### config.mk
export PLATFORM = sky130hd
export DESIGN_NAME = rf_port_sequencer_flat
export DESIGN_NICKNAME = d
export VERILOG_FILES = /design/src/rtl/rf_port_sequencer_if.sv /design/src/rtl/rf_port_sequencer.sv /design/src/flat_wrapper.sv
export SDC_FILE = /design/constraint.sdc
export NUM_CORES = 1
export LEC_CHECK = 0
export CAP_MARGIN = 10
export CORE_AREA = 2 2 214 216
export CTS_CLUSTER_SIZE = 24
export DETAILED_ROUTE_END_ITERATION = 16
export DIE_AREA = 0 0 216 218
export SLEW_MARGIN = 10
export SYNTH_ARGS = -nofsm -noshare
export SYNTH_HDL_FRONTEND = slang
export SYNTH_SLANG_ARGS = --single-unit
export TNS_END_PERCENT = 1
### constraint.sdc
create_clock -name clk_i -period 4.6 [get_ports clk_i]
set_input_delay 0.92 -clock clk_i [delete_from_list [all_inputs] [get_ports clk_i]]
set_output_delay 0.92 -clock clk_i [all_outputs]
set_load 0.1 [all_outputs]
### src/rtl/rf_port_sequencer_if.sv
// Bundle of every pipeline, debug and register-file signal owned by rf_port_sequencer.
// The slave modport is the sequencer; the master modport is the surrounding environment.
interface rf_port_sequencer_if #(
  parameter int XLEN = 64
);
  logic            wb_we;
  logic [4:0]      wb_addr;
  logic [XLEN-1:0] wb_data;

  logic [4:0]      id_rs1;
  logic [4:0]      id_rs2;
  logic [XLEN-1:0] id_rd1;
  logic [XLEN-1:0] id_rd2;

  logic            dbg_req;
  logic            dbg_write;
  logic [4:0]      dbg_addr;
  logic [XLEN-1:0] dbg_wdata;
  logic            dbg_ack;
  logic            dbg_err;
  logic [XLEN-1:0] dbg_rdata;

  logic            hold;
  logic            ready;

  logic            rf_we;
  logic [4:0]      rf_wr_addr;
  logic [XLEN-1:0] rf_wr_data;
  logic [4:0]      rf_rd_addr1;
  logic [4:0]      rf_rd_addr2;
  logic [XLEN-1:0] rf_rd_data1;
  logic [XLEN-1:0] rf_rd_data2;

  modport slave (
    input  wb_we, wb_addr, wb_data, id_rs1, id_rs2,
    input  dbg_req, dbg_write, dbg_addr, dbg_wdata,
    input  rf_rd_data1, rf_rd_data2,
    output id_rd1, id_rd2, dbg_ack, dbg_err, dbg_rdata, hold, ready,
    output rf_we, rf_wr_addr, rf_wr_data, rf_rd_addr1, rf_rd_addr2
  );

  modport master (
    output wb_we, wb_addr, wb_data, id_rs1, id_rs2,
    output dbg_req, dbg_write, dbg_addr, dbg_wdata,
    output rf_rd_data1, rf_rd_data2,
    input  id_rd1, id_rd2, dbg_ack, dbg_err, dbg_rdata, hold, ready,
    input  rf_we, rf_wr_addr, rf_wr_data, rf_rd_addr1, rf_rd_addr2
  );
endinterface

### src/rtl/rf_port_sequencer.sv
// Register-file port owner: boots sp/gp, passes pipeline traffic, slots in one-cycle debug accesses.
// Optional macro RF_WB_BYPASS_EN forwards same-cycle writeback data to the decode read ports.
module rf_port_sequencer #(
  parameter int              XLEN    = 64,
  parameter logic [XLEN-1:0] SP_INIT = 64'h0000_0000_0000_FFF0,
  parameter logic [XLEN-1:0] GP_INIT = 64'h0000_0000_0000_1800
) (
  input logic                 clk_i,
  input logic                 rst_i,
  rf_port_sequencer_if.slave  bus
);

  typedef enum logic [2:0] {
    INIT_SP  = 3'd0,
    INIT_GP  = 3'd1,
    RUN      = 3'd2,
    DBG_ACC  = 3'd3,
    DBG_DONE = 3'd4
  } state_e;

  state_e          state_q, state_d;
  logic            dbg_err_q, dbg_err_d;
  logic [XLEN-1:0] dbg_rdata_q;

  logic            rf_we;
  logic [4:0]      rf_wr_addr;
  logic [XLEN-1:0] rf_wr_data;
  logic [4:0]      rf_rd_addr1;
  logic [4:0]      rf_rd_addr2;
  logic [XLEN-1:0] id_rd1;
  logic [XLEN-1:0] id_rd2;
  logic            hold;
  logic            ready;
  logic            dbg_ack;
  logic            dbg_capture;

  always_ff @(posedge clk_i) begin
    if (rst_i) begin
      state_q     <= INIT_SP;
      dbg_err_q   <= 1'b0;
      dbg_rdata_q <= '0;
    end else begin
      state_q   <= state_d;
      dbg_err_q <= dbg_err_d;
      if (dbg_capture) begin
        dbg_rdata_q <= bus.rf_rd_data1;
      end
    end
  end

  // Error is only meaningful in DBG_DONE, so it is computed from the access cycle alone.
  assign dbg_err_d   = (state_q == DBG_ACC) && bus.dbg_write && (bus.dbg_addr == 5'd0);
  assign dbg_capture = (state_q == DBG_ACC) && !bus.dbg_write;

  always_comb begin
    state_d     = state_q;
    rf_we       = 1'b0;
    rf_wr_addr  = bus.wb_addr;
    rf_wr_data  = bus.wb_data;
    rf_rd_addr1 = bus.id_rs1;
    rf_rd_addr2 = bus.id_rs2;
    id_rd1      = bus.rf_rd_data1;
    id_rd2      = bus.rf_rd_data2;
    hold        = 1'b0;
    ready       = 1'b1;
    dbg_ack     = 1'b0;
    case (state_q)
      INIT_SP: begin
        rf_we      = 1'b1;
        rf_wr_addr = 5'd2;
        rf_wr_data = SP_INIT;
        hold       = 1'b1;
        ready      = 1'b0;
        state_d    = INIT_GP;
      end
      INIT_GP: begin
        rf_we      = 1'b1;
        rf_wr_addr = 5'd3;
        rf_wr_data = GP_INIT;
        hold       = 1'b1;
        ready      = 1'b0;
        state_d    = RUN;
      end
      RUN: begin
        rf_we = bus.wb_we;
`ifdef RF_WB_BYPASS_EN
        if (bus.wb_we && (bus.wb_addr != 5'd0) && (bus.wb_addr == bus.id_rs1)) begin
          id_rd1 = bus.wb_data;
        end
        if (bus.wb_we && (bus.wb_addr != 5'd0) && (bus.wb_addr == bus.id_rs2)) begin
          id_rd2 = bus.wb_data;
        end
`endif
        if (bus.dbg_req) begin
          state_d = DBG_ACC;
        end
      end
      DBG_ACC: begin
        // Writeback is gated off here; the held pipeline replays it once HOLD drops.
        hold        = 1'b1;
        rf_rd_addr1 = bus.dbg_addr;
        if (bus.dbg_write && (bus.dbg_addr != 5'd0)) begin
          rf_we      = 1'b1;
          rf_wr_addr = bus.dbg_addr;
          rf_wr_data = bus.dbg_wdata;
        end
        state_d = DBG_DONE;
      end
      DBG_DONE: begin
        rf_we   = bus.wb_we;
        dbg_ack = 1'b1;
        state_d = RUN;
      end
      default: begin
        hold    = 1'b1;
        ready   = 1'b0;
        state_d = INIT_SP;
      end
    endcase
  end

  assign bus.rf_we       = rf_we;
  assign bus.rf_wr_addr  = rf_wr_addr;
  assign bus.rf_wr_data  = rf_wr_data;
  assign bus.rf_rd_addr1 = rf_rd_addr1;
  assign bus.rf_rd_addr2 = rf_rd_addr2;
  assign bus.id_rd1      = id_rd1;
  assign bus.id_rd2      = id_rd2;
  assign bus.hold        = hold;
  assign bus.ready       = ready;
  assign bus.dbg_ack     = dbg_ack;
  assign bus.dbg_err     = dbg_err_q;
  assign bus.dbg_rdata   = dbg_rdata_q;

endmodule
### src/flat_wrapper.sv
// flat-port wrapper written by rule: the top's interface ports become plain ports
module rf_port_sequencer_flat 
#(
  parameter int              XLEN    = 64,
  parameter logic [XLEN-1:0] SP_INIT = 64'h0000_0000_0000_FFF0,
  parameter logic [XLEN-1:0] GP_INIT = 64'h0000_0000_0000_1800
)
  (clk_i, rst_i, bus_wb_we, bus_wb_addr, bus_wb_data, bus_id_rs1, bus_id_rs2, bus_dbg_req, bus_dbg_write, bus_dbg_addr, bus_dbg_wdata, bus_rf_rd_data1, bus_rf_rd_data2, bus_id_rd1, bus_id_rd2, bus_dbg_ack, bus_dbg_err, bus_dbg_rdata, bus_hold, bus_ready, bus_rf_we, bus_rf_wr_addr, bus_rf_wr_data, bus_rf_rd_addr1, bus_rf_rd_addr2);
  rf_port_sequencer_if #(.XLEN(XLEN)) bus_i ();
  input logic clk_i;
  input logic rst_i;
  input wire logic [$bits(bus_i.wb_we)-1:0] bus_wb_we;
  input wire logic [$bits(bus_i.wb_addr)-1:0] bus_wb_addr;
  input wire logic [$bits(bus_i.wb_data)-1:0] bus_wb_data;
  input wire logic [$bits(bus_i.id_rs1)-1:0] bus_id_rs1;
  input wire logic [$bits(bus_i.id_rs2)-1:0] bus_id_rs2;
  input wire logic [$bits(bus_i.dbg_req)-1:0] bus_dbg_req;
  input wire logic [$bits(bus_i.dbg_write)-1:0] bus_dbg_write;
  input wire logic [$bits(bus_i.dbg_addr)-1:0] bus_dbg_addr;
  input wire logic [$bits(bus_i.dbg_wdata)-1:0] bus_dbg_wdata;
  input wire logic [$bits(bus_i.rf_rd_data1)-1:0] bus_rf_rd_data1;
  input wire logic [$bits(bus_i.rf_rd_data2)-1:0] bus_rf_rd_data2;
  output wire logic [$bits(bus_i.id_rd1)-1:0] bus_id_rd1;
  output wire logic [$bits(bus_i.id_rd2)-1:0] bus_id_rd2;
  output wire logic [$bits(bus_i.dbg_ack)-1:0] bus_dbg_ack;
  output wire logic [$bits(bus_i.dbg_err)-1:0] bus_dbg_err;
  output wire logic [$bits(bus_i.dbg_rdata)-1:0] bus_dbg_rdata;
  output wire logic [$bits(bus_i.hold)-1:0] bus_hold;
  output wire logic [$bits(bus_i.ready)-1:0] bus_ready;
  output wire logic [$bits(bus_i.rf_we)-1:0] bus_rf_we;
  output wire logic [$bits(bus_i.rf_wr_addr)-1:0] bus_rf_wr_addr;
  output wire logic [$bits(bus_i.rf_wr_data)-1:0] bus_rf_wr_data;
  output wire logic [$bits(bus_i.rf_rd_addr1)-1:0] bus_rf_rd_addr1;
  output wire logic [$bits(bus_i.rf_rd_addr2)-1:0] bus_rf_rd_addr2;
  assign bus_i.wb_we = bus_wb_we;
  assign bus_i.wb_addr = bus_wb_addr;
  assign bus_i.wb_data = bus_wb_data;
  assign bus_i.id_rs1 = bus_id_rs1;
  assign bus_i.id_rs2 = bus_id_rs2;
  assign bus_i.dbg_req = bus_dbg_req;
  assign bus_i.dbg_write = bus_dbg_write;
  assign bus_i.dbg_addr = bus_dbg_addr;
  assign bus_i.dbg_wdata = bus_dbg_wdata;
  assign bus_i.rf_rd_data1 = bus_rf_rd_data1;
  assign bus_i.rf_rd_data2 = bus_rf_rd_data2;
  assign bus_id_rd1 = bus_i.id_rd1;
  assign bus_id_rd2 = bus_i.id_rd2;
  assign bus_dbg_ack = bus_i.dbg_ack;
  assign bus_dbg_err = bus_i.dbg_err;
  assign bus_dbg_rdata = bus_i.dbg_rdata;
  assign bus_hold = bus_i.hold;
  assign bus_ready = bus_i.ready;
  assign bus_rf_we = bus_i.rf_we;
  assign bus_rf_wr_addr = bus_i.rf_wr_addr;
  assign bus_rf_wr_data = bus_i.rf_wr_data;
  assign bus_rf_rd_addr1 = bus_i.rf_rd_addr1;
  assign bus_rf_rd_addr2 = bus_i.rf_rd_addr2;
  rf_port_sequencer #(.XLEN(XLEN), .SP_INIT(SP_INIT), .GP_INIT(GP_INIT)) u_core (.clk_i(clk_i), .rst_i(rst_i), .bus(bus_i));
endmodule
# Yosys cells after proc, flatten, opt, wreduce, memory -nomap -nowiden
# Cells that the tools add are included.
# totals
regBits	68
latchBits	0
ramBits	0
rom_bits	0
input_bits	281
out_inout_bits	276
word_cells	32
n_memories	0
# op_classes
add_sub_neg	0
n_mul	0
div_mod_pow	0
n_lt_le_gt_ge	0
n_eq_ne	5
shift	0
muxes	12
bitwise	0
reduce_logical	12
# ops
op	n
one-hot mux 64 bit (3 select lines)	1
2-to-1 mux 64 bit	1
one-hot mux 5 bit (3 select lines)	1
one-hot mux 3 bit (4 select lines)	1
2-to-1 mux 5 bit	2
equality test 3 x 2 -> 1 bit (second input constant)	2
OR reduction 2 bit	3
zero test 5 bit	1
nonzero test 5 bit	1
logical AND 1 bit	4
2-to-1 mux 1 bit	4
equality test 3 x 1 -> 1 bit (second input constant)	1
equality test 3 bit (second input constant)	1
zero test 3 bit	1
2-to-1 mux 3 bit	1
one-hot mux 1 bit (3 select lines)	1
OR reduction 3 bit	1
inequality test 2 bit (second input constant)	1
zero test 1 bit	1

# Logic depth before layout (Yosys ltp)
# depth
word_depth	4
mapped_depth	7
mapped_depth_nobuf	4

# Worst setup path before layout
# OpenSTA, ideal clock, no wires.
# synth_timing
path_kind	input -> output
start	input port bus_dbg_addr[1]
end	output port bus_rf_wr_addr[2]
arrival_time_ps	3877
required_time_ps	3680
slack_ps	-197
cell_stages	4
n_path_buf	0
path_cell_list	or4_4 -> o211ai_1 -> a32oi_1 -> o21ai_0
# synth_between
elab_chain_cells	4
# synth_lines
element	line_no	source
start, declared	flat_wrapper.sv:19	input wire logic [$bits(bus_i.dbg_addr)-1:0] bus_dbg_addr;
nonzero test 5 bit	rf_port_sequencer.sv:102	if (bus.dbg_write && (bus.dbg_addr != 5'd0)) begin
logical AND 1 bit	rf_port_sequencer.sv:102	
2-to-1 mux 5 bit	rf_port_sequencer.sv:102	
one-hot mux 5 bit (3 select lines)	rf_port_sequencer.sv:67	case (state_q)
end, declared	flat_wrapper.sv:31	output wire logic [$bits(bus_i.rf_wr_addr)-1:0] bus_rf_wr_addr;
# No other way between the ends.

# Worst setup path in the final report
# layout_timing
start	input port bus_dbg_addr[4]
end	output port bus_rf_wr_data[60]
# layout_between
elab_chain_cells	4
# layout_lines
element	line_no	source
nonzero test 5 bit	rf_port_sequencer.sv:102	
logical AND 1 bit	rf_port_sequencer.sv:102	
2-to-1 mux 64 bit	rf_port_sequencer.sv:102	
one-hot mux 64 bit (3 select lines)	rf_port_sequencer.sv:67	
end, declared	flat_wrapper.sv:32	output wire logic [$bits(bus_i.rf_wr_data)-1:0] bus_rf_wr_data;
# No other way between the ends.

==> run_results.csv <==
group,metric,value,unit
outcome,status,"finished clean",
placement,portBuffers,418,
clock_network,cts_root_buf,"clkbuf_16",
placement,dp.cells,1584,
sta,hold_viol,0,
synth,ys_ff_latch,68,
power_and_ir_drop,power.internal,1.73,mW
hold_path,hp-class,"flip-flop to flip-flop",
power_and_ir_drop,seq_power_share,0.178,
sta,finalCriticalPeriod,4.38,ns
sta,relSlewSlack,0.218,
setup_path,worstPathArrival,3.46,ns
global_routing,grt_pass1_vias,5675,
finish,mostFrequentLayoutCell,"nand2_1",
floorplan,die_y,218,µm
power_and_ir_drop,power,3.60,mW
floorplan,die_x,216,µm
floorplan,coreArea,0.0449,mm²
power_and_ir_drop,peakVddDrop,0.196,mV
power_and_ir_drop,swShare,0.518,
clock_network,cts.repair.resized,0,
global_routing,antenna_found_initial,2,
setup_path,crit_chain,"clkdlybuf4s50_1 > inv_1 > a21boi_1 > and2_2 > o221ai_1 > buf_12",
hold_path,min_from,"u_core.bus.dbg_rdata[53]",
finish,final_core_util,0.214,
global_routing,grt.overflow.total,0,
synth,seq_area_frac_synth,0.270,
power_and_ir_drop,clkPwrFrac,0.182,
sta,finClkSkew,0.00828,ns
global_routing,gr-usage-met2,0.165,
sta,fin_setup_tns,0,ns
clock_network,cts_buffers,9,
global_routing,grt_max_degree,54,
sta,fmaxAchievable,228,MHz
synth,ys.warnings.count,0,
clock_network,h-tree-depth,3,
finish,nets,1276,
finish,layout-drive-gt1-share,0.192,
sta,finalCritPeriodShare,0.953,
floorplan,io_pins,557,
finish,final_cell_mix,"297 x nand2_1, 275 x clkdlybuf4s50_1, 86 x buf_4, 79 x a21oi_1, 69 x buf_12",
setup_path,worstSetupStartpointType,"input port",
floorplan,core.rowCount,78,
hold_path,min_to,"u_core.bus.dbg_rdata[53]",
power_and_ir_drop,pwr-share-comb,0.640,
setup_path,crit_fanout,53,
setup_path,reg2reg_from,"u_core.state_q[0]",
setup_path,critical-path-top-delay-family,"buffers and inverters",
sta,setup_viol,0,
setup_path,reg2regPathDepth,5,
sta,hold_ws,0.451,ns
global_routing,busiest_layer,"met2",
global_routing,use_met3,0.0339,
global_routing,grt_util_all_layers,0.0960,
clock_network,cts_tree,"done",
finish,fin_area,0.00962,mm²
synth,synthDistinctLibCells,36,
placement,place_ws,0.224,ns
floorplan,die_area,0.0471,mm²
clock_network,post-cts-setup-buffers,0,
setup_path,critPathKind,"input port to primary output",
detailed_routing,drc,0,
detailed_routing,ant_nets,0,
sta,worst_slew_pin_slew,1.17,ns
finish,area_growth,90.8,%
detailed_routing,drtPass1Iterations,5,
global_routing,grt_pass1_wl,34000,µm
power_and_ir_drop,p_per_area,374,mW/mm²
power_and_ir_drop,power.leakage,3.33,nW
setup_path,reg2reg_setup_slack,2.21,ns
detailed_routing,wl,23900,µm
clock_network,clk_path_buf_depth,2,
synth,syn_inst,742,
setup_path,cpMaxStageDelayCell,"and2_2",
detailed_routing,wl_per_cell,14.9,µm
synth,synth.net_count,1023,
clock_network,holdBufCountCts,0,
finish,diodes,0,
placement,place_hpwl,19600,µm
floorplan,start_util,0.112,
synth,synth.avg_cell_area,6.79,µm²
global_routing,use_met1,0.107,
setup_path,crit_path_end_kind,"primary output",
flow_run,maxCapViolCount,0,
detailed_routing,avgViaCountPerCell,3.70,
setup_path,crit_buf_inv,3,
detailed_routing,vias,5918,
clock_network,clkLatencyLatePin,0.34,ns
synth,netlist_area,0.00504,mm²
setup_path,max_stage_delay,0.93,ns
clock_network,clk_pin_slew,0.05,ns
setup_path,r2r-end,"u_core.bus.dbg_rdata[37]",
placement,post_dp_cell_area,0.00934,mm²
placement,gp_congestion,0.802,
sta,rsz0062_at_grt,"false",
sta,final.setup.worst_slack,0.215,ns
clock_network,clock-sinks,68,
power_and_ir_drop,switching_power,1.87,mW
setup_path,crit_required,3.68,ns
finish,instances_no_fill,1598,
detailed_routing,drtIter0Drc,202,
hold_path,hold_depth,2,
sta,maxSlewViolCount,0,
==> cell type report <==
cell class	count	area, µm²
fill	4978	35300
tap	600	751
multi-input combinational	482	2430
sequential	68	1370
inverter	3	11.3
timing repair buffer	431	4780
clock inverter	1	6.26
clock buffer	13	270
==> registers in the layout, indices dropped and copies added, names as in the netlist <==
register and cells:
u_core.bus.dbg_rdata 64, u_core.bus.dbg_err 1, u_core.state_q 3
==> logic make-up after synthesis <==
logic type      after synthesis  share of synthesized area
buf+inv                     192                      0.251
flops                        68                      0.270
compound gates              157                      0.221
mux                           4                    0.00893
simple gates                319                      0.245
xor+xnor                      2                    0.00348
==> how the worst max path moves through the flow <==
stage,slack (ns),cells past startpoint,to,start
2_1_floorplan,0.18,3,bus_rf_wr_addr[0],bus_dbg_addr[1]
3_3_place_gp,0.27,6,bus_rf_wr_data[24],bus_dbg_addr[4]
3_5_place_dp,0.22,6,bus_rf_wr_data[16],bus_dbg_addr[4]
4_1_cts,0.19,6,bus_rf_wr_data[16],bus_dbg_addr[4]
5_1_grt,0.04,6,bus_rf_wr_data[63],bus_dbg_addr[4]
6_report,0.22,6,bus_rf_wr_data[60],bus_dbg_addr[4]
==> power by group through the flow <==
stage          sequential, mW  clock, mW  combinational [mW]
2_1_floorplan           0.744          0                1.69
3_3_place_gp            0.656          0                2.31
3_5_place_dp            0.657          0                2.32
4_1_cts                 0.644      0.702                2.32
5_1_grt                 0.647      0.715                2.39
6_report                0.643      0.655                2.30
==> layer usage <==
metal,up-vias,wire (µm)
met1,2657,9520
met4,2,829
li1,2867,-
met2,349,11200
met3,43,2300
met5,-,10
==> Yosys cell counts <==
cell	count	area share
a21boi_1	1	0.0015
a21oi_1	79	0.078
a2bb2oi_1	1	0.0017
a31o_2	1	0.0017
a31oi_1	1	0.0012
a32oi_1	1	0.0017
and2_1	3	0.0037
buf_2	24	0.024
buf_4	135	0.20
buf_6	1	0.0022
clkbuf_1	29	0.022
dfxtp_1	68	0.27
inv_1	3	0.0022
mux2_2	4	0.0089
nand2_1	297	0.22
nand3_1	1	0.00099
nand3b_2	1	0.0022
nor2_1	8	0.0060
nor2_2	1	0.0012
nor2b_1	1	0.0012
nor3_1	4	0.0040
nor4_1	1	0.0012
o211ai_1	1	0.0015
o211ai_2	1	0.0025
o21a_1	1	0.0015
o21ai_0	3	0.0030
o21ai_1	2	0.0020
o21bai_1	1	0.0015
o221ai_1	43	0.075
o221ai_2	10	0.030
o22ai_1	1	0.0012
o2bb2ai_1	10	0.017
or2_2	1	0.0012
or4_4	1	0.0022
xnor2_1	1	0.0017
xor2_1	1	0.0017
==> worst register-to-register path, stage by stage, from the launching register on <==
cell and delay, ns:
dfxtp_1 0.62, nand3b_2 0.33, nor2_4 0.61, buf_4 0.48
nand2_1 0.14, a21oi_1 0.14
Power figures use the tool's default switching activity.
